==> src/rtl/uart_core_if.sv <==
// Handshake and serial signals of uart_core. The core uses the slave modport;
// the user of the core (a top level or a bench) uses the master modport.
interface uart_core_if #(
    parameter int DATA_BITS = 8
);
    logic                 en;
    logic                 loopback;
    logic [DATA_BITS-1:0] tx_data;
    logic                 tx_valid;
    logic                 tx_ready;
    logic                 tx;
    logic                 rx;
    logic [DATA_BITS-1:0] rx_data;
    logic                 rx_valid;
    logic                 parity_err;
    logic                 frame_err;
    logic                 tx_busy;

    modport master (
        output en, loopback, tx_data, tx_valid, rx,
        input  tx_ready, tx, rx_data, rx_valid, parity_err, frame_err, tx_busy
    );

    modport slave (
        input  en, loopback, tx_data, tx_valid, rx,
        output tx_ready, tx, rx_data, rx_valid, parity_err, frame_err, tx_busy
    );
endinterface

==> src/rtl/uart_core.sv <==
// Parametrised UART transceiver: valid/ready TX path, pulsed RX path with
// parity/framing flags, and an internal TX->RX loopback for self-test.
module uart_core #(
    parameter int CLKS_PER_BIT = 868,
    parameter int DATA_BITS    = 8,
    parameter int PARITY       = 0,
    parameter int STOP_BITS    = 1
) (
    input  logic       clk,
    input  logic       rst,
    uart_core_if.slave bus
);
    localparam int            CW         = $clog2(CLKS_PER_BIT);
    localparam logic [CW-1:0] CNT_LAST   = CW'(CLKS_PER_BIT - 1);
    localparam logic [CW-1:0] CNT_HALF   = CW'(CLKS_PER_BIT / 2 - 1);
    localparam logic [3:0]    DATA_LAST  = 4'(DATA_BITS - 1);
    localparam logic [3:0]    STOP_LAST  = 4'(STOP_BITS - 1);
    localparam bit            HAS_PARITY = (PARITY != 0);

    function automatic logic f_parity(input logic [DATA_BITS-1:0] d);
        return (PARITY == 1) ? ~(^d) : (^d);
    endfunction

    typedef enum logic [2:0] {TX_IDLE, TX_START, TX_DATA, TX_PARITY, TX_STOP} tx_state_t;
    typedef enum logic [2:0] {RX_IDLE, RX_START, RX_DATA, RX_PARITY, RX_STOP, RX_DONE} rx_state_t;

    tx_state_t            r_tx_state;
    logic [CW-1:0]        r_tx_cnt;
    logic [3:0]           r_tx_bit;
    logic [DATA_BITS-1:0] r_tx_shift;
    logic                 r_tx_par;
    logic                 r_tx_line;
    logic                 r_tx_busy;
    logic                 w_tx_ready;
    logic                 w_tx_bit_end;

    rx_state_t            r_rx_state;
    logic [CW-1:0]        r_rx_cnt;
    logic [3:0]           r_rx_bit;
    logic [DATA_BITS-1:0] r_rx_shift;
    logic                 r_rx_par_bit;
    logic                 r_rx_ferr_acc;
    logic [DATA_BITS-1:0] r_rx_data;
    logic                 r_rx_valid;
    logic                 r_rx_perr;
    logic                 r_rx_ferr;
    logic                 w_rx_bit_end;

    logic                 r_lb_sel;
    logic                 r_sync_p0;
    logic                 r_sync_p1;
    logic                 w_rx_src;

    assign w_tx_ready   = bus.en && (r_tx_state == TX_IDLE);
    assign w_tx_bit_end = (r_tx_cnt == CNT_LAST);
    assign w_rx_bit_end = (r_rx_cnt == CNT_LAST);
    assign w_rx_src     = r_lb_sel ? r_tx_line : bus.rx;

    // Transmit FSM: the line value is registered one bit ahead of each state change.
    always_ff @(posedge clk) begin
        if (rst) begin
            r_tx_state <= TX_IDLE;
            r_tx_cnt   <= '0;
            r_tx_bit   <= '0;
            r_tx_line  <= 1'b1;
            r_tx_busy  <= 1'b0;
        end else begin
            r_tx_cnt <= w_tx_bit_end ? '0 : r_tx_cnt + 1'b1;
            case (r_tx_state)
                TX_IDLE: begin
                    r_tx_cnt <= '0;
                    if (bus.tx_valid && w_tx_ready) begin
                        r_tx_shift <= bus.tx_data;
                        r_tx_par   <= f_parity(bus.tx_data);
                        r_tx_line  <= 1'b0;
                        r_tx_busy  <= 1'b1;
                        r_tx_state <= TX_START;
                    end
                end
                TX_START: begin
                    if (w_tx_bit_end) begin
                        r_tx_line  <= r_tx_shift[0];
                        r_tx_bit   <= '0;
                        r_tx_state <= TX_DATA;
                    end
                end
                TX_DATA: begin
                    if (w_tx_bit_end) begin
                        r_tx_shift <= r_tx_shift >> 1;
                        if (r_tx_bit == DATA_LAST) begin
                            r_tx_bit <= '0;
                            if (HAS_PARITY) begin
                                r_tx_line  <= r_tx_par;
                                r_tx_state <= TX_PARITY;
                            end else begin
                                r_tx_line  <= 1'b1;
                                r_tx_state <= TX_STOP;
                            end
                        end else begin
                            r_tx_bit  <= r_tx_bit + 1'b1;
                            r_tx_line <= r_tx_shift[1];
                        end
                    end
                end
                TX_PARITY: begin
                    if (w_tx_bit_end) begin
                        r_tx_line  <= 1'b1;
                        r_tx_bit   <= '0;
                        r_tx_state <= TX_STOP;
                    end
                end
                TX_STOP: begin
                    if (w_tx_bit_end) begin
                        if (r_tx_bit == STOP_LAST) begin
                            r_tx_busy  <= 1'b0;
                            r_tx_state <= TX_IDLE;
                        end else begin
                            r_tx_bit <= r_tx_bit + 1'b1;
                        end
                    end
                end
                default: begin
                    r_tx_line  <= 1'b1;
                    r_tx_busy  <= 1'b0;
                    r_tx_state <= TX_IDLE;
                end
            endcase
        end
    end

    // Input synchroniser; the loopback source only switches while both paths are idle.
    always_ff @(posedge clk) begin
        if (rst) begin
            r_lb_sel  <= 1'b0;
            r_sync_p0 <= 1'b1;
            r_sync_p1 <= 1'b1;
        end else begin
            if (r_tx_state == TX_IDLE && r_rx_state == RX_IDLE) begin
                r_lb_sel <= bus.loopback;
            end
            r_sync_p0 <= w_rx_src;
            r_sync_p1 <= r_sync_p0;
        end
    end

    // Receive FSM: samples at mid-bit, counted from the half-bit start check.
    always_ff @(posedge clk) begin
        if (rst) begin
            r_rx_state    <= RX_IDLE;
            r_rx_cnt      <= '0;
            r_rx_bit      <= '0;
            r_rx_ferr_acc <= 1'b0;
            r_rx_data     <= '0;
            r_rx_valid    <= 1'b0;
            r_rx_perr     <= 1'b0;
            r_rx_ferr     <= 1'b0;
        end else begin
            r_rx_valid <= 1'b0;
            r_rx_cnt   <= w_rx_bit_end ? '0 : r_rx_cnt + 1'b1;
            case (r_rx_state)
                RX_IDLE: begin
                    r_rx_cnt <= '0;
                    if (bus.en && !r_sync_p1) begin
                        r_rx_state <= RX_START;
                    end
                end
                RX_START: begin
                    if (r_rx_cnt == CNT_HALF) begin
                        r_rx_cnt      <= '0;
                        r_rx_bit      <= '0;
                        r_rx_ferr_acc <= 1'b0;
                        r_rx_state    <= r_sync_p1 ? RX_IDLE : RX_DATA;
                    end
                end
                RX_DATA: begin
                    if (w_rx_bit_end) begin
                        r_rx_shift <= {r_sync_p1, r_rx_shift[DATA_BITS-1:1]};
                        if (r_rx_bit == DATA_LAST) begin
                            r_rx_bit   <= '0;
                            r_rx_state <= HAS_PARITY ? RX_PARITY : RX_STOP;
                        end else begin
                            r_rx_bit <= r_rx_bit + 1'b1;
                        end
                    end
                end
                RX_PARITY: begin
                    if (w_rx_bit_end) begin
                        r_rx_par_bit <= r_sync_p1;
                        r_rx_state   <= RX_STOP;
                    end
                end
                RX_STOP: begin
                    if (w_rx_bit_end) begin
                        if (r_rx_bit == STOP_LAST) begin
                            r_rx_data  <= r_rx_shift;
                            r_rx_valid <= 1'b1;
                            r_rx_perr  <= HAS_PARITY && (r_rx_par_bit != f_parity(r_rx_shift));
                            r_rx_ferr  <= r_rx_ferr_acc | ~r_sync_p1;
                            r_rx_state <= RX_DONE;
                        end else begin
                            r_rx_ferr_acc <= r_rx_ferr_acc | ~r_sync_p1;
                            r_rx_bit      <= r_rx_bit + 1'b1;
                        end
                    end
                end
                RX_DONE: begin
                    r_rx_cnt   <= '0;
                    r_rx_state <= RX_IDLE;
                end
                default: begin
                    r_rx_state <= RX_IDLE;
                end
            endcase
        end
    end

    assign bus.tx_ready   = w_tx_ready;
    assign bus.tx         = r_lb_sel | r_tx_line;
    assign bus.tx_busy    = r_tx_busy;
    assign bus.rx_data    = r_rx_data;
    assign bus.rx_valid   = r_rx_valid;
    assign bus.parity_err = r_rx_perr;
    assign bus.frame_err  = r_rx_ferr;
endmodule

==> src/flat_wrapper.sv <==
// flat-port wrapper written by rule: the top's interface ports become plain ports
module uart_core_flat 
#(
    parameter int CLKS_PER_BIT = 868,
    parameter int DATA_BITS    = 8,
    parameter int PARITY       = 0,
    parameter int STOP_BITS    = 1
)
  (clk, rst, bus_en, bus_loopback, bus_tx_data, bus_tx_valid, bus_rx, bus_tx_ready, bus_tx, bus_rx_data, bus_rx_valid, bus_parity_err, bus_frame_err, bus_tx_busy);
  uart_core_if #(.DATA_BITS(DATA_BITS)) bus_i ();
  input  logic clk;
  input  logic rst;
  input wire logic [$bits(bus_i.en)-1:0] bus_en;
  input wire logic [$bits(bus_i.loopback)-1:0] bus_loopback;
  input wire logic [$bits(bus_i.tx_data)-1:0] bus_tx_data;
  input wire logic [$bits(bus_i.tx_valid)-1:0] bus_tx_valid;
  input wire logic [$bits(bus_i.rx)-1:0] bus_rx;
  output wire logic [$bits(bus_i.tx_ready)-1:0] bus_tx_ready;
  output wire logic [$bits(bus_i.tx)-1:0] bus_tx;
  output wire logic [$bits(bus_i.rx_data)-1:0] bus_rx_data;
  output wire logic [$bits(bus_i.rx_valid)-1:0] bus_rx_valid;
  output wire logic [$bits(bus_i.parity_err)-1:0] bus_parity_err;
  output wire logic [$bits(bus_i.frame_err)-1:0] bus_frame_err;
  output wire logic [$bits(bus_i.tx_busy)-1:0] bus_tx_busy;
  assign bus_i.en = bus_en;
  assign bus_i.loopback = bus_loopback;
  assign bus_i.tx_data = bus_tx_data;
  assign bus_i.tx_valid = bus_tx_valid;
  assign bus_i.rx = bus_rx;
  assign bus_tx_ready = bus_i.tx_ready;
  assign bus_tx = bus_i.tx;
  assign bus_rx_data = bus_i.rx_data;
  assign bus_rx_valid = bus_i.rx_valid;
  assign bus_parity_err = bus_i.parity_err;
  assign bus_frame_err = bus_i.frame_err;
  assign bus_tx_busy = bus_i.tx_busy;
  uart_core #(.CLKS_PER_BIT(CLKS_PER_BIT), .DATA_BITS(DATA_BITS), .PARITY(PARITY), .STOP_BITS(STOP_BITS)) u_core (.clk(clk), .rst(rst), .bus(bus_i));
endmodule
==> config.mk <==
export PLATFORM = sky130hd
export DESIGN_NAME = uart_core_flat
export DESIGN_NICKNAME = d
export VERILOG_FILES = /design/src/rtl/uart_core_if.sv /design/src/rtl/uart_core.sv /design/src/flat_wrapper.sv
export SDC_FILE = /design/constraint.sdc
export NUM_CORES = 1
export LEC_CHECK = 0
export CAP_MARGIN = 20
export CORE_ASPECT_RATIO = 1.2
export CORE_MARGIN = 5
export CORE_UTILIZATION = 62
export CTS_CLUSTER_SIZE = 14
export DETAILED_ROUTE_END_ITERATION = 8
export GPL_ROUTABILITY_DRIVEN = 0
export PLACE_DENSITY = 0.85
export SYNTH_ARGS = -nofsm -noshare
export SYNTH_HDL_FRONTEND = slang
export SYNTH_SLANG_ARGS = --single-unit
==> constraint.sdc <==
create_clock -name clk -period 5.97 [get_ports clk]
set_clock_uncertainty 0.05 [all_clocks]
set_input_delay 1.194 -clock clk [delete_from_list [all_inputs] [get_ports clk]]
set_output_delay 1.194 -clock clk [all_outputs]
set_load 0.02 [all_outputs]
==> summary by stage, run 1 <==
Yosys
The synthesized-area fraction occupied by ao, oa, aoi and oai cells came to 0.131. The Yosys warning count is 0. The async set-reset flop share out of synthesis is 0. Synthesis handed over a netlist of 337 instances.

The biggest area contributor in the post-synthesis netlist is sky130_fd_sc_hd__dfxtp_1. The sequential element share of the synthesized area is 0.468. Synthesis inferred 66 register bits.

By area, the combinational part of the netlist is dominated by simple AND/OR/NAND/NOR gates. The area share of xor/xnor cells in the synthesized design is 0.0498. The adder-cell share of the synthesized area is 0.0277.

The multiplexer area fraction after synthesis is 0.0443. The dominant synthesized flop cell is sky130_fd_sc_hd__dfxtp_1. By area the synthesized netlist is led by sky130_fd_sc_hd__dfxtp_1 (32%), sky130_fd_sc_hd__edfxtp_1 (15%), sky130_fd_sc_hd__nor2_1 (3.8%). The cell area after technology mapping is 3170 um2. The mean post-synth cell area is 9.40 um2. The synthesized netlist contains 55 unique library cells. The number of synthesized flops with an enable pin is 16.

Of the total synthesized cell area, the portion taken by AND, OR, NAND and NOR gates is 0.239. The proportion of netlist area held by the largest area contributor is 0.316. Counting every net in the synthesized netlist gives 358.

Timing
The tightest hold path in the finished design has a slack of 0.367 ns. Setup repair after global routing left no endpoint under its margin. The setup TNS is 0 ns. In this run the tightest slew margin relative to its limit is 0.405. Of the available clock period, the critical path in the final layout requires 0.633. The number of endpoints failing setup at the final stage is 0. The number of hold violations in the final report came to 0. The count of pins over their slew limit is 0.

The maximum clock rate is 264 MHz. The minimum period implied by the final worst setup slack is 3.78 ns. The actual slew at the worst max-slew pin is 0.870 ns.

Routing
The first detailed-routing pass ran for 5 iterations. After the first detailed-routing iteration, the DRC count stood at 299. The average routed wire per standard cell is 15.1 um.

The detailed router placed 2554 vias in this run. The remaining number of nets flagged by the antenna check after routing is 0. The total length of routed wires is 6.40 mm. The post-route DRC violation count is 0. Dividing the detail-routed via count by the number of cells gives 6.02.

Clocking
Buffers inserted during clock tree synthesis total 9. The number of gates given a new drive strength after cts is 0. The clock net in this run drives a total of 66 sinks. The number of hold buffers added after cts is 0. The clock insertion delay at the later pin of the skew report is 0.34 ns.

The clock transition at the registers of the reported paths is 0.08 ns. The clock passes through at most 2 buffers. The maximum level of the CTS H-tree is 3. The post-CTS setup buffer count is 0.

The clock tree root driver cell is sky130_fd_sc_hd__clkbuf_8. The CTS tree is built.

Die
After floorplanning, the core was divided into 28 placement rows. The initial cell density of the core is 0.641. The floorplan step defined a core boundary enclosing 4940 um2.

The total die area is 6640 um2. The die is 75.2 um wide. In this run the vertical extent of the chip is 88.3 um.

Pin placement for this block handled 28 I/O pins.

Setup path
The maximum fanout count along the critical path is 4. STA puts the critical path data required time at 4.73 ns. The signal on the critical path passes through clkdlybuf4s50_1, and2_1, clkdlybuf4s50_1.

The most used cell along the critical path is sky130_fd_sc_hd__clkdlybuf4s50_1. STA classifies the critical path endpoint as an output pin. The critical path is of the primary input to output pin type. The stage delay of the slowest cell on the critical path is 0.60 ns.

The startpoint of the worst-slack reg-to-reg timing path is u_core.r_tx_cnt[0]. The startpoint kind of the worst setup timing path is a primary input. The cell at the slowest stage of the critical path is sky130_fd_sc_hd__clkdlybuf4s50_1. The most critical setup path has its startpoint at bus_en. The endpoint arrival time on the critical path is 2.54 ns.

Hold path
The startpoint identified for the worst hold timing path is u_core.r_sync_p0. The worst min-delay path category is flop to flop.

Finish
The area growth from synthesis to layout is 15.9%. In the final layout, the share of cells above drive strength 1 is 0.110. The area of the multi-input gates is 1560 um2. The final antenna diode count is 0. The library cell used most frequently in the layout, excluding fill and tap cells, is sky130_fd_sc_hd__dfxtp_1. The area taken by flip-flops and latches is 1480 um2. After routing the design area is 3670 um2. The count of fill cells added during filler insertion is 350. The total number of nets in the final design is 380.

The top cell types in the final layout, fill and taps aside, are sky130_fd_sc_hd__dfxtp_1 (50), sky130_fd_sc_hd__nor2_1 (32), sky130_fd_sc_hd__clkdlybuf4s50_1 (26).

Place
Detailed placement ended at an HPWL of 4.29 mm. The cell area after placement is 3450 um2. Buffers placed on the I/O ports in this run total 26.

Power and ir drop
Cell internal power was estimated by the tool at 746 uW. The power density over the cells is 276 nW/um2. Summed over all nets, the switching power comes to 266 uW. The part of the power in registers is 0.484. Across the VDD grid, the largest voltage drop is 0.176 mV. Of the total power, combinational logic draws 0.119. Summed over all cells, the static leakage comes to 0.00121 uW. The switching share of power is 0.263.

The share of total power in the clock network is 0.397.

GRT
The first global-routing pass estimated 11.0 mm of wire. The number of antenna violations at the first check in global routing came to 0. The global-route congestion overflow total is 0.

The overall track demand over capacity in global routing is 0.216. Entering global routing, the biggest net connects 30 pins. The via count of the first global-routing pass came to 2423.

Run status
The run finished with clean final reports.

Flow run
Across the run, the number of max-cap violations was 0.
==> cell families after synthesis <==
kind of cell | Yosys count
fa+ha+maj | 7
buf+inv | 32
other cells | 1
compound gates | 63
xor+xnor | 18
simple gates | 137
mux | 13
flops | 66
==> path summary, 6_finish.rpt <==
path	endpoint	slack, ns	cells past startpoint
worst max-delay path	bus_tx_ready	2.19	3
worst min-delay path	u_core.r_sync_p1	0.37	1
worst max register to register	u_core.r_tx_shift[1]	3.39	4
worst min register to register	u_core.r_sync_p1	0.37	1
==> sequential cells by signal, indices dropped and copies added, names as in the netlist <==
register / count
u_core.r_rx_cnt: 10
u_core.r_tx_cnt: 10
u_core.bus.rx_data: 8
u_core.r_rx_shift: 8
u_core.r_tx_shift: 8
u_core.r_rx_bit: 4
u_core.r_tx_bit: 4
u_core.r_rx_state: 3
u_core.r_tx_state: 3
u_core.bus.frame_err: 1
u_core.bus.rx_valid: 1
u_core.bus.tx_busy: 1
u_core.r_lb_sel: 1
u_core.r_rx_ferr_acc: 1
u_core.r_sync_p0: 1
u_core.r_sync_p1: 1
u_core.r_tx_line: 1
==> worst max-delay path: cells and delay by family <==
kind,cells,cell delay [ns]
buffers and inverters,2,1.18
AND/OR/NAND/NOR,1,0.16
==> stage by stage <==
stage | power [uW] | instances | utilization | setup WS [ns]
final | 1010 | 424 | 0.743 | 2.19
after global routing | 1070 | 424 | 0.743 | 2.17
after CTS | 1020 | 424 | 0.743 | 2.21
after detailed placement | 617 | 408 | 0.698 | 2.23
after global placement | 614 | 408 | 0.698 | 2.21
after floorplan | 583 | 337 | - | 3.32
==> per-layer routing <==
| layer | vias up | GRT usage | routed length (um) |
|---|---|---|---|
| met1 | 1193 | 0.267 | 2700 |
| met4 | 0 | 0.103 | 102 |
| li1 | 1267 | - | - |
| met3 | 11 | 0.0625 | 340 |
| met2 | 83 | 0.343 | 3250 |
| met5 | - | 0 | 0 |
==> Yosys cell counts, types with 2 or more instances <==
cell	number
sky130_fd_sc_hd__dfxtp_1	50
sky130_fd_sc_hd__nor2_1	32
sky130_fd_sc_hd__a21oi_1	21
sky130_fd_sc_hd__nand2_1	20
sky130_fd_sc_hd__nand3_1	19
sky130_fd_sc_hd__o21ai_0	18
sky130_fd_sc_hd__edfxtp_1	16
sky130_fd_sc_hd__inv_1	15
sky130_fd_sc_hd__clkbuf_1	14
sky130_fd_sc_hd__xnor2_1	13
sky130_fd_sc_hd__nor3_1	10
sky130_fd_sc_hd__mux2_2	8
sky130_fd_sc_hd__ha_1	7
sky130_fd_sc_hd__nor4_1	7
sky130_fd_sc_hd__nand4_1	6
sky130_fd_sc_hd__or3b_2	6
sky130_fd_sc_hd__mux2i_1	5
sky130_fd_sc_hd__o31ai_1	5
sky130_fd_sc_hd__or3_1	5
sky130_fd_sc_hd__xor2_1	5
sky130_fd_sc_hd__nand4b_1	4
sky130_fd_sc_hd__nor3b_1	4
sky130_fd_sc_hd__nor2b_1	3
sky130_fd_sc_hd__or2_2	3
sky130_fd_sc_hd__a2111o_1	2
sky130_fd_sc_hd__a211o_1	2
sky130_fd_sc_hd__a221oi_1	2
sky130_fd_sc_hd__and3_1	2
sky130_fd_sc_hd__and3b_1	2
sky130_fd_sc_hd__and4_1	2
sky130_fd_sc_hd__nand2b_1	2
sky130_fd_sc_hd__nand3b_1	2
sky130_fd_sc_hd__or4_1	2
sky130_fd_sc_hd__or4b_1	2
==> area by class of cell <==
| cell class | count | area share |
|---|---|---|
| flip-flops and latches | 66 | 0.404 |
| inverters | 15 | 0.0153 |
| multi-input cells | 239 | 0.425 |
| repair buffers | 28 | 0.0750 |
| clock buffers | 10 | 0.0406 |
| well taps | 60 | 0.0205 |
| clock inverters | 6 | 0.0198 |
==> power groups by stage <==
stage               clock network, uW  registers (uW)  logic, uW
floorplan                           0             489       94.4
global placement                    0             499        115
detailed placement                  0             500        117
CTS                               414             489        121
global route                      444             492        132
finish                            402             490        121
No activity file was read; power rests on OpenSTA's default activity.
==> inputs of run 2 (changes only) <==
CORE_UTILIZATION = 57   (was 62)
PLACE_DENSITY = 0.79   (was 0.85)
clock period = 3.8 ns   (was 5.97 ns; I/O delays follow)
==> run 2 against run 1 <==
Net effect:
- clock power grew 27%
- die area grew 7.7%
- hold slack gained 0.028 ns
- cell count grew 0.47%
- flip-flop and latch count is the same
- total power grew 45%
- non-clock buffer count is the same
- count of clock-buffer cells in the layout grew 1
- combinational power grew 56%
- sequential share of layout area grew 0.53 points
- critical path type unchanged
==> summary by stage, run 2 (synthesis results as in run 1) <==
Run status
Outcome: complete, no violations (unchanged).

Timing
Dividing the final minimum period by the clock period gives 0.770. RSZ-0062 raised after global routing: no (unchanged). The actual slew at the worst max-slew pin was 0.819 ns (was 0.870 ns).

The worst slew slack as a fraction of its limit is 0.440 (was 0.405). The number of hold violations in the final report was 0 (unchanged). The setup TNS came to 0 ns (unchanged). The final worst slack is 0.875 ns (was 2.19 ns). The count of pins over their slew limit came to 0 (unchanged). The number of endpoints failing setup at the final stage is 0 (unchanged). The maximum clock rate is 342 MHz. The smallest clock period supported by the final layout is computed as 2.93 ns.

GRT
The overall track demand over capacity in global routing came to 0.182 (was 0.216). The number of antenna violations at the first check in global routing is 0 (unchanged). The via count of the first global-routing pass is 2410 (was 2423). The largest net degree at the start of global routing is 29 (was 30). The wire length of the first global-routing pass is 10.7 mm (was 11.0 mm). The global-route congestion overflow total is 0 (unchanged).

Power and ir drop
The share of total power in the clock network came to 0.348 (was 0.397). The switching power total was 395 uW (was 266 uW). The fraction of power consumed by combinational cells was 0.129 (was 0.119).

The leakage power is 0.00119 uW (was 0.00121 uW). The power density over the cells came to 406 nW/um2 (was 276 nW/um2). The part of the power in registers is 0.524 (was 0.484).

The internal power consumption is 1080 uW (was 746 uW). The sum of internal, switching and leakage power is 1470 uW (was 1010 uW). The maximum VDD drop is 0.299 mV (was 0.176 mV). The switching share of power came to 0.269 (was 0.263).

Routing
The number of iterations in the first detailed-routing pass is 4 (was 5). The total length of routed wires came to 6.35 mm (was 6.40 mm). The average routed wire per standard cell is 14.9 um (was 15.1 um). The routed via count is 2529 (was 2554).

The post-route DRC violation count was 0 (unchanged). The remaining number of nets flagged by the antenna check after routing came to 0 (unchanged). The initial detailed-routing violation count is 214 (was 299). The routed via count divided by cell count came to 5.94 (was 6.02).

Finish
The layout overhead on the synthesized area is 14.4% (was 15.9%). The final antenna diode count is 0 (unchanged). Most frequent cells in the layout: sky130_fd_sc_hd__dfxtp_1 (50), sky130_fd_sc_hd__nor2_1 (32), sky130_fd_sc_hd__clkdlybuf4s50_1 (26) (unchanged).

The count of fill cells added during filler insertion was 446 (was 350). The commonest non-fill, non-tap cell in the layout is sky130_fd_sc_hd__dfxtp_1 (unchanged). The fraction of layout instances using a drive strength above 1 is 0.104 (was 0.110). The total number of nets in the final design is 380 (unchanged).

Largest registers ranked by flip-flop count: u_core.r_rx_cnt (10), u_core.r_tx_cnt (10) (unchanged).

Flow run
The max-cap check violation count is 0 (unchanged).

Hold path
The worst hold path cell count is 1 (unchanged). The worst min-delay path category is flop to flop (unchanged).

Clocking
The clock sink count was 66 (unchanged). The clock tree root driver cell is sky130_fd_sc_hd__clkbuf_8 (unchanged). The number of gates given a new drive strength after cts came to 0 (unchanged). The post-CTS setup buffer count came to 0 (unchanged). The CTS tree was built (unchanged). The largest buffer count on any clock path came to 2 (unchanged). The total CTS buffers is 9 (unchanged).

The maximum level of the CTS H-tree is 3 (unchanged). The number of hold buffers added after cts came to 0 (unchanged). The clock insertion delay at the later pin of the skew report is 0.34 ns (about the same).

The clock transition at the registers of the reported paths is 0.07 ns (was 0.08 ns).

Setup path
The endpoint arrival time on the critical path came to 2.12 ns (was 2.54 ns). The critical path's top delay family was buffers and inverters (unchanged). The nature of the critical path endpoint is an output pin (unchanged). The startpoint kind of the worst setup timing path was a primary input (unchanged). The stage delay of the slowest cell on the critical path was 0.60 ns (about the same).

Critical-path cell list: clkdlybuf4s50_1, and2_1, clkdlybuf4s50_1 (unchanged). The count of cell instances traversed by the critical path is 3 (unchanged). The combined buffer and inverter count along the critical path was 2 (unchanged). The cell at the slowest stage of the critical path is sky130_fd_sc_hd__clkdlybuf4s50_1 (unchanged). The endpoint required time on the critical path is 2.99 ns (was 4.73 ns). The depth of the worst register-to-register path is 4 (unchanged). The most used cell along the critical path is sky130_fd_sc_hd__clkdlybuf4s50_1 (unchanged).

The critical path class is primary input to output pin (unchanged). The maximum fanout count along the critical path was 4 (unchanged).

Place
The worst setup timing slack at the placement stage is 0.766 ns (was 2.23 ns). The HPWL reported at the end of detailed placement was 4.41 mm (was 4.29 mm). The quantity of I/O buffers inserted on ports is 26 (unchanged).

Die
The area of the placeable core is 5330 um2 (was 4940 um2). The height of the die is 91.7 um (was 88.3 um). The chip width is 78.0 um (was 75.2 um). The number of placed I/O pins is 28 (unchanged).

The total die area came to 7150 um2 (was 6640 um2). The initial cell density of the core came to 0.594 (was 0.641). The count of standard-cell rows came to 29 (was 28).
==> run 2: area by class of cell <==
| class | instances | area [um2] | area share |
|---|---|---|---|
| clock buffers | 11 | 141 | 0.0390 |
| clock inverters | 5 | 30.0 | 0.00829 |
| inverters | 15 | 56.3 | 0.0155 |
| multi-input cells | 239 | 1560 | 0.431 |
| flip-flops and latches | 66 | 1480 | 0.409 |
| well taps | 62 | 77.6 | 0.0214 |
| repair buffers | 28 | 275 | 0.0760 |
==> run 2: worst paths after layout <==
check                          to  slack [ns]               start
max                  bus_tx_ready        0.87              bus_en
min              u_core.r_sync_p1        0.39    u_core.r_sync_p0
max reg2reg  u_core.r_tx_shift[3]        1.29  u_core.r_tx_cnt[0]
min reg2reg      u_core.r_sync_p1        0.39    u_core.r_sync_p0
==> run 2: power groups by stage <==
stage	combinational (uW)	clock, uW	sequential [uW]
after floorplan	148	0	768
after global placement	182	0	783
after detailed placement	187	0	785
after CTS	189	526	769
after global routing	209	554	773
final	189	511	770
==> run 2: metal layers <==
| metal | global-route usage | vias to the layer above | share of wire |
|---|---|---|---|
| li1 | - | 1262 | - |
| met1 | 0.217 | 1200 | 0.44 |
| met2 | 0.309 | 55 | 0.50 |
| met3 | 0.0422 | 12 | 0.042 |
| met4 | 0.0831 | 0 | 0.020 |
| met5 | 0 | - | 0 |
==> run 2: per-stage QoR <==
| step | util | hold WS, ns | cells | instance area (um2) |
|---|---|---|---|---|
| 2_1_floorplan | - | 0.339 | 337 | 3170 |
| 3_3_place_gp | 0.647 | 0.341 | 410 | 3450 |
| 3_5_place_dp | 0.647 | 0.374 | 410 | 3450 |
| 6_report | 0.679 | 0.395 | 426 | 3620 |
| 4_1_cts | 0.679 | 0.387 | 426 | 3620 |
| 5_1_grt | 0.679 | 0.401 | 426 | 3620 |
==> inputs of run 3 (changes only) <==
clock period = 2.7 ns   (was 3.8 ns; I/O delays follow)
==> run 3 against run 2 <==
Net effect:
- hold slack worse by 0.034 ns
- via count stayed put
- critical path depth grew 1
- flip-flop and latch count stayed put
- worst setup slack got worse by 0.71 ns
- total power grew 60%
- first-iteration DRC count down 38%
- die area did not move
==> summary by stage, run 3 (synthesis results as in run 1) <==
Finish
The count of fill cells added during filler insertion came to 437 (was 446). Largest registers ranked by flip-flop count: u_core.r_rx_cnt (10), u_core.r_tx_cnt (10) (unchanged). The final instance area is 3750 um2 (was 3620 um2). The total number of nets in the final design is 387 (was 380). Most frequent cells in the layout: sky130_fd_sc_hd__dfxtp_1 (50), sky130_fd_sc_hd__nor2_1 (32), sky130_fd_sc_hd__clkdlybuf4s50_1 (26) (unchanged). The commonest non-fill, non-tap cell in the layout is sky130_fd_sc_hd__dfxtp_1 (unchanged). The fraction of layout instances using a drive strength above 1 came to 0.121 (was 0.104). The layout overhead on the synthesized area came to 18.3% (was 14.4%). The final antenna diode count came to 0 (unchanged).

GRT
The wire length of the first global-routing pass is 10.4 mm (was 10.7 mm). The largest net degree at the start of global routing is 29 (unchanged). The overall track demand over capacity in global routing came to 0.181 (was 0.182).

The number of antenna violations at the first check in global routing was 0 (unchanged). The global-route congestion overflow total came to 0 (unchanged). The via count of the first global-routing pass came to 2320 (was 2410).

Power and ir drop
The internal power consumption is 1800 uW (was 1080 uW). The fraction of power consumed by combinational cells is 0.115 (was 0.129). The power density over the cells is 628 nW/um2 (was 406 nW/um2). The switching power total was 553 uW (was 395 uW). The leakage power was 0.00125 uW (was 0.00119 uW). The share of total power in the clock network was 0.426 (was 0.348). The part of the power in registers came to 0.460 (was 0.524). The switching share of power is 0.235 (was 0.269). The maximum VDD drop was 0.415 mV (was 0.299 mV).

Die
The initial cell density of the core was 0.594 (unchanged). The height of the die is 91.7 um (unchanged). The count of standard-cell rows is 29 (unchanged). The number of placed I/O pins is 28 (unchanged). The area of the placeable core came to 5330 um2 (unchanged). The total die area is 7150 um2 (unchanged). The chip width is 78.0 um (unchanged).

Place
The quantity of I/O buffers inserted on ports is 26 (unchanged). The HPWL reported at the end of detailed placement came to 4.44 mm (was 4.41 mm). The cell area after placement came to 3500 um2 (was 3450 um2).

Clocking
The clock tree root driver cell is sky130_fd_sc_hd__clkbuf_8 (unchanged). The number of gates given a new drive strength after cts was 0 (unchanged). The clock sink count was 66 (unchanged). The clock transition at the registers of the reported paths came to 0.07 ns (about the same). The maximum level of the CTS H-tree is 3 (unchanged). The CTS tree is built (unchanged). The largest buffer count on any clock path is 2 (unchanged).

The total CTS buffers is 9 (unchanged). The clock insertion delay at the later pin of the skew report was 0.34 ns (about the same). The number of hold buffers added after cts is 0 (unchanged). The post-CTS setup buffer count is 0 (unchanged).

Setup path
The endpoint required time on the critical path came to 2.11 ns (was 2.99 ns). The nature of the critical path endpoint is an output pin (unchanged). The startpoint kind of the worst setup timing path is a primary input (unchanged). The endpoint arrival time on the critical path is 1.94 ns (was 2.12 ns). The maximum fanout count along the critical path is 3 (was 4). The critical path class is primary input to output pin (unchanged).

Timing
The actual slew at the worst max-slew pin was 0.770 ns (was 0.819 ns). Timing would allow up to 395 MHz. The setup TNS was 0 ns (unchanged). The minimum period implied by the final worst setup slack is 2.53 ns. The worst slew slack as a fraction of its limit is 0.487 (was 0.440). The final period utilization is 0.938. RSZ-0062 raised after global routing: no (unchanged). The number of hold violations in the final report was 0 (unchanged). The number of endpoints failing setup at the final stage is 0 (unchanged).

The count of pins over their slew limit is 0 (unchanged).

Routing
The initial detailed-routing violation count is 132 (was 214). The number of iterations in the first detailed-routing pass came to 4 (unchanged). The routed via count is 2529 (unchanged). The routed via count divided by cell count is 5.84 (was 5.94). The post-route DRC violation count is 0 (unchanged). The remaining number of nets flagged by the antenna check after routing is 0 (unchanged).

The total length of routed wires came to 6.27 mm (was 6.35 mm). The average routed wire per standard cell is 14.5 um (was 14.9 um).

Run status
Outcome: complete, no violations (unchanged).

Flow run
The max-cap check violation count was 0 (unchanged).

Hold path
The worst min-delay path category is flop to flop (unchanged).
-- run 3: path summary, 6_finish.rpt --
check | slack [ns] | endpoint | cells past startpoint | from
setup / recovery | 0.17 | bus_tx_ready | 4 | bus_en
hold / removal | 0.36 | u_core.r_sync_p1 | 1 | u_core.r_sync_p0
setup reg to reg | 0.47 | u_core.r_tx_shift[1] | 4 | u_core.r_tx_cnt[0]
hold reg to reg | 0.36 | u_core.r_sync_p1 | 1 | u_core.r_sync_p0
-- run 3: power by group through the flow --
stage | sequential (uW) | combinational (uW) | clock, uW
final | 1080 | 270 | 1000
after CTS | 1080 | 269 | 1020
after global routing | 1090 | 293 | 1070
after floorplan | 1080 | 209 | 0
after detailed placement | 1100 | 267 | 0
after global placement | 1100 | 262 | 0
-- run 3: final cells by class --
cell class              count  area, um2  share of cell area
inverters                  15       56.3              0.0150
repair buffers             35        328              0.0875
flip-flops and latches     66       1480               0.395
multi-input cells         239       1560               0.417
well taps                  62       77.6              0.0207
clock buffers              11        141              0.0377
clock inverters             5        101              0.0271
-- run 3: per-layer routing --
| layer | vias to the layer above | track usage | share of wire |
|---|---|---|---|
| met5 | - | 0 | 0 |
| met4 | 0 | 0.0986 | 0.019 |
| met3 | 11 | 0.0333 | 0.031 |
| met2 | 47 | 0.299 | 0.50 |
| met1 | 1191 | 0.220 | 0.45 |
| li1 | 1280 | - | - |
-- run 3: worst max-delay path: stages --
cell                              delay [ns]
sky130_fd_sc_hd__clkdlybuf4s50_1        0.54
sky130_fd_sc_hd__buf_4                  0.15
sky130_fd_sc_hd__and2_1                 0.11
sky130_fd_sc_hd__clkdlybuf4s50_1        0.60
-- run 3: through the flow --
step / power [uW] / std cells / hold slack [ns] / worst slack (ns) / utilization
global route: 2450 / 433 / 0.371 / 0.129 / 0.702
floorplan: 1290 / 337 / 0.339 / 0.414 / -
global placement: 1360 / 417 / 0.342 / 0.0621 / 0.657
CTS: 2370 / 433 / 0.357 / 0.182 / 0.702
finish: 2350 / 433 / 0.360 / 0.167 / 0.702
detailed placement: 1370 / 417 / 0.343 / 0.0311 / 0.657
